[src/rtl/alu_pkg.sv]
// Shared constants and types for the ALU sharing arbiter.
package alu_pkg;

    localparam int DEFAULT_WIDTH = 6;

    localparam logic [1:0] OP_ADD = 2'b00;
    localparam logic [1:0] OP_SUB = 2'b01;

    // Bit positions inside the {SF,CF,ZF} flag vector
    localparam int SF = 2;
    localparam int CF = 1;
    localparam int ZF = 0;

    typedef enum logic [2:0] {
        ST_IDLE    = 3'd0,
        ST_ISSUE   = 3'd1,
        ST_WAIT    = 3'd2,
        ST_CAPTURE = 3'd3,
        ST_RESP    = 3'd4
    } arb_state_t;

endpackage

[src/rtl/rr_arbiter2.sv]
// Two-input round-robin picker; only consulted while the arbiter is idle.
module rr_arbiter2 (
    input  logic [1:0] valid,
    input  logic       last_grant,
    output logic       grant_id
);

    // Lone requester wins; on a tie the one not served last wins.
    always_comb begin
        grant_id = 1'b0;
        case (valid)
            2'b10:   grant_id = 1'b1;
            2'b11:   grant_id = ~last_grant;
            default: grant_id = 1'b0;
        endcase
    end

endmodule

[src/rtl/alu_arbiter.sv]
// Shares one ALU between two requesters, one operation at a time.
//
//  state      | meaning
//  -----------+----------------------------------------------------
//  ST_IDLE    | waiting for a request, ALU inputs held at zero
//  ST_ISSUE   | latched operands driven onto the ALU
//  ST_WAIT    | ALU pipeline latency, down-counter to zero
//  ST_CAPTURE | result and flags registered
//  ST_RESP    | response offered to the stored requester only
module alu_arbiter
    import alu_pkg::*;
#(
    parameter int WIDTH   = DEFAULT_WIDTH,
    parameter int ALU_LAT = 0
) (
    input  logic             clk,
    input  logic             reset_n,
    input  logic             req0_valid,
    input  logic             req1_valid,
    output logic             req0_ready,
    output logic             req1_ready,
    input  logic [WIDTH-1:0] req0_a,
    input  logic [WIDTH-1:0] req0_b,
    input  logic [WIDTH-1:0] req1_a,
    input  logic [WIDTH-1:0] req1_b,
    input  logic [1:0]       req0_op,
    input  logic [1:0]       req1_op,
    output logic [WIDTH-1:0] alu_a,
    output logic [WIDTH-1:0] alu_b,
    output logic [1:0]       alu_op,
    input  logic [WIDTH-1:0] alu_result,
    input  logic             alu_sf,
    input  logic             alu_cf,
    input  logic             alu_zf,
    output logic             rsp0_valid,
    output logic             rsp1_valid,
    input  logic             rsp0_ready,
    input  logic             rsp1_ready,
    output logic [WIDTH-1:0] rsp_result,
    output logic [2:0]       rsp_flags,
    output logic             busy
);

    localparam int CNT_W = (ALU_LAT > 1) ? $clog2(ALU_LAT) : 1;

    arb_state_t       state;
    logic             last_grant;
    logic             owner;
    logic             grant_id;
    logic [CNT_W-1:0] wait_cnt;
    logic             idle;
    logic             any_req;
    logic             rsp_done;

    rr_arbiter2 u_rr (
        .valid      ({req1_valid, req0_valid}),
        .last_grant (last_grant),
        .grant_id   (grant_id)
    );

    assign idle       = (state == ST_IDLE);
    assign any_req    = req0_valid | req1_valid;
    assign req0_ready = idle & any_req & ~grant_id;
    assign req1_ready = idle & any_req &  grant_id;
    assign busy       = ~idle;
    // The non-owner's ready never matters: its valid is held low.
    assign rsp_done   = (state == ST_RESP) &
                        (owner ? (rsp1_valid & rsp1_ready) : (rsp0_valid & rsp0_ready));

    // Sequencing FSM; ALU inputs and response outputs are registered here.
    always_ff @(posedge clk or negedge reset_n) begin
        if (!reset_n) begin
            state      <= ST_IDLE;
            last_grant <= 1'b1;
            owner      <= 1'b0;
            wait_cnt   <= '0;
            alu_a      <= '0;
            alu_b      <= '0;
            alu_op     <= '0;
            rsp0_valid <= 1'b0;
            rsp1_valid <= 1'b0;
            rsp_result <= '0;
            rsp_flags  <= '0;
        end else begin
            case (state)
                ST_IDLE: begin
                    if (any_req) begin
                        state      <= ST_ISSUE;
                        owner      <= grant_id;
                        last_grant <= grant_id;
                        alu_a      <= grant_id ? req1_a  : req0_a;
                        alu_b      <= grant_id ? req1_b  : req0_b;
                        alu_op     <= grant_id ? req1_op : req0_op;
                    end
                end
                ST_ISSUE: begin
                    if (ALU_LAT > 0) begin
                        state    <= ST_WAIT;
                        wait_cnt <= CNT_W'(ALU_LAT - 1);
                    end else begin
                        state <= ST_CAPTURE;
                    end
                end
                ST_WAIT: begin
                    if (wait_cnt == '0) begin
                        state <= ST_CAPTURE;
                    end else begin
                        wait_cnt <= wait_cnt - 1'b1;
                    end
                end
                ST_CAPTURE: begin
                    rsp_result    <= alu_result;
                    rsp_flags[SF] <= alu_sf;
                    rsp_flags[CF] <= alu_cf;
                    rsp_flags[ZF] <= alu_zf;
                    alu_a         <= '0;
                    alu_b         <= '0;
                    alu_op        <= '0;
                    rsp0_valid    <= ~owner;
                    rsp1_valid    <= owner;
                    state         <= ST_RESP;
                end
                ST_RESP: begin
                    if (rsp_done) begin
                        rsp0_valid <= 1'b0;
                        rsp1_valid <= 1'b0;
                        state      <= ST_IDLE;
                    end
                end
                default: state <= ST_IDLE;
            endcase
        end
    end

endmodule
[config.mk]
export PLATFORM = sky130hd
export DESIGN_NAME = alu_arbiter
export DESIGN_NICKNAME = d
export VERILOG_FILES = /design/src/rtl/alu_pkg.sv /design/src/rtl/rr_arbiter2.sv /design/src/rtl/alu_arbiter.sv
export SDC_FILE = /design/constraint.sdc
export NUM_CORES = 1
export LEC_CHECK = 0
export BUFFER_PORTS_ARGS = -buffer_cell sky130_fd_sc_hd__buf_2
export CAP_MARGIN = 20
export CORE_MARGIN = 3
export CORE_UTILIZATION = 41
export CTS_CLUSTER_DIAMETER = 40
export DETAILED_ROUTE_END_ITERATION = 10
export GPL_TIMING_DRIVEN = 0
export PLACE_DENSITY_LB_ADDON = 0.15
export SYNTH_ARGS = -nofsm -noshare
export SYNTH_HDL_FRONTEND = slang
export SYNTH_SLANG_ARGS = --single-unit
[constraint.sdc]
create_clock -name clk -period 1.4 [get_ports clk]
set_clock_uncertainty 0.2 [all_clocks]
set_input_delay 0 -clock clk [delete_from_list [all_inputs] [get_ports clk]]
set_output_delay 0 -clock clk [all_outputs]
set_load 0.02 [all_outputs]
==> results.yml <==
synth:
  synth.distinct_cells: 31
  netlist.area_leader.share_pct: 48.70
  ys_warn_count: 0
  syn_area_um2: 1490
  synthTopCellsByArea: "dfrtp_1 (49%), mux2i_1 (9.4%), o211ai_2 (7.6%)"
  syn_nets: 161
  ys_seq_area_share_pct: 50.46
  synth-seq-cells: 30
  syn-mean-instance-area_um2: 12.63
  synth_top_area_cell: "dfrtp_1"
  syn_inst: 118
pwr:
  swShare_pct: 39.35
  power.density_nw_per_um2: 1952
  switching_power_uw: 2101
  internal-power_uw: 3238
  power_frac_clock_pct: 10.1
  seqPwrFrac_pct: 28.3
  vdd_drop_max_v: 0.001129
  leakagePower_uw: 0.001348
  comb_power_share_pct: 61.6
  totalPowerFinal_uw: 5338
floorplanning:
  num_rows: 21
  die-area_um2: 4394
  dieWidth_um: 66.29
  die-height_um: 66.29
  ios: 71
  initial_core_util_pct: 43.63
  core-area_um2: 3416
grt:
  gr-total-overflow: 0
  antenna_found_initial: 0
  grt_pass1_wl_um: 7348
  grt.total_usage_pct: 22.66
  first_global_vias: 1566
  grt_max_degree: 31
timing:
  fin_tns_setup_ns: -8.155
  period_share_pct: 123.4
  layout_setup_ws_ns: -0.3274
  slew_headroom_pct: 54.36
  hold_viol: 2
  rsz0062_at_grt: "true"
  worst-slew-pin-transition_ns: 0.6846
  holdWs_ns: -0.001392
  setup_viol: 31
  slew_viol_final: 0
  max_freq_ghz: 0.5789
  period_minus_slack_ns: 1.727
critical_path:
  cp.arrival_ns: 1.75
  path_cells: "buf_6 > nor3_4 > buf_6 > inv_6 > buf_8 > buf_12 > o211ai_2 > o21ai_1"
  path_max_fanout: 8
  path_class: "register to register"
  critical_path.slowest_cell: "dfrtp_1"
  crit_path_start_kind: "register"
  worst_path_largest_cell_delay_ns: 0.39
  crit_required_ns: 1.43
  crit_top_cell: "buf_6"
  endpoint_kind: "register"
finish:
  multiInputGateArea_um2: 723.2
  n_fill_cell: 210
  antenna_cells: 0
  drive_gt1_share_pct: 53.67
  mostFrequentLayoutCells: "buf_2 (68), dlygate4sd3_1 (42), dfrtp_1 (28)"
  area_growth_syn_to_layout_pct: 83.54
  final_common_cell: "buf_2"
  regArea_um2: 753.2
  finalNetCount: 301
place:
  place.port_buffers: 70
  hpwl_um: 2497
  globalplace.congestion: 0.7537
clocking:
  cts_buffers: 5
  cts_tree: "built"
  clk_latency_ns: 0.33
  cts.sinks: 30
  htreeDepth: 2
  path_clk_slew_ns: 0.10
  clockBufferDepth: 2
  root_buffer: "clkbuf_4"
drt:
  via_per_inst: 4.898
  vias: 1494
  dr.pass1.iters: 4
  dr.first_iter.drc_count: 61
  wirelength_um: 4701
  drc: 0
  wl_per_cell_um: 15.41
  ant_nets: 0
job:
  drv_cap: 0
run_status:
  failed_checks: "negative hold slack, negative setup slack"
  status: "complete, but fails checks"
min_path:
  holdCritPathClass: "input pin to register"
[metal layers]
layer | vias up | track usage (%) | wire [um]
met5 | - | 0 | 0
met4 | 0 | 6.091 | 53
met3 | 8 | 6.463 | 242
met2 | 51 | 43.12 | 2601
met1 | 716 | 23.92 | 1804
li1 | 719 | - | -
[layout make-up]
type,instances,area share [%]
Multi-Input combinational cell,76,26.44
Inverter,3,0.5947
Tap cell,46,2.104
Clock buffer,8,2.150
Buffer,8,3.339
Sequential cell,30,27.54
Timing Repair Buffer,134,37.83
[timing repair]
action	4_1_cts	5_1_grt
hold endpoints to repair	58	0
endpoints found under the setup margin	30	31
setup buffers	16	6
cloned	1	0
resized for setup	28	13
hold buffers	42	0
pin swaps	12	7
[final timing paths]
check                           slack (ns)          from  depth (start not counted)            to
worst max register to register       -0.33      state[1]                          8      alu_b[2]
worst max-delay path                 -0.33      state[1]                          8      alu_b[2]
min in group asynchronous             0.04       reset_n                          2      alu_a[0]
max in group asynchronous             0.48       reset_n                          2      state[2]
worst min register to register        0.30  rsp_flags[1]                          1  rsp_flags[1]
worst min-delay path                -0.001    req0_valid                          4      alu_a[5]
[worst max-delay path: cells and delay by family (launching register included)]
kind | cells | cell delay (ns)
DFF | 1 | 0.39
and+or+nand+nor | 1 | 0.24
AOI/OAI and AO/OA | 2 | 0.22
buffers and inverters | 5 | 0.59
[metrics by stage]
| stage | instance area, um^2 | cells | utilization (%) | setup slack [ns] |
|---|---|---|---|---|
| 3_5_place_dp | 1923 | 234 | 56.30 | -0.1833 |
| 3_3_place_gp | 1923 | 234 | 56.30 | -0.1634 |
| 4_1_cts | 2660 | 301 | 77.88 | -0.2814 |
| 6_report | 2735 | 305 | 80.07 | -0.3274 |
| 5_1_grt | 2735 | 305 | 80.07 | -0.4132 |
| 2_1_floorplan | 1515 | 118 | - | -0.08443 |
[power groups by stage]
stage / registers (uW) / clock network [uW] / logic, uW
2_1_floorplan: 1870 / 0 / 1250
3_3_place_gp: 1490 / 0 / 2210
3_5_place_dp: 1510 / 0 / 2260
4_1_cts: 1490 / 560 / 3050
5_1_grt: 1550 / 623 / 3500
6_report: 1510 / 540 / 3290
[cells by family after synthesis]
kind of cell	after synthesis	synth area share, %
AOI/OAI and AO/OA	39	19.90
DFF	30	50.46
buffers and inverters	12	6.464
xor gates and xnor gates	1	0.5878
and+or+nand+nor	13	6.381
muxes	23	16.20
[sequential cells by signal, indices dropped and copies added (netlist names), 2 cells and up]
name        count
alu_op          2
alu_a           6
rsp_flags       3
rsp_result      6
state           3
alu_b           6
[synthesized netlist by cell type, drive strengths merged]
master,instances
dfrtp,29
o21ai,16
mux2i,14
o211ai,14
buf,9
mux2,9
nor2,4
a31oi,3
inv,3
a211oi,2
a21oi,2
nand3b,2
nor3,2
a21boi,1
a21o,1
and2,1
dfstp,1
nand2,1
nand3,1
nor4,1
or3b,1
xnor2,1
Note: power is estimated with default switching activity, not from simulation.
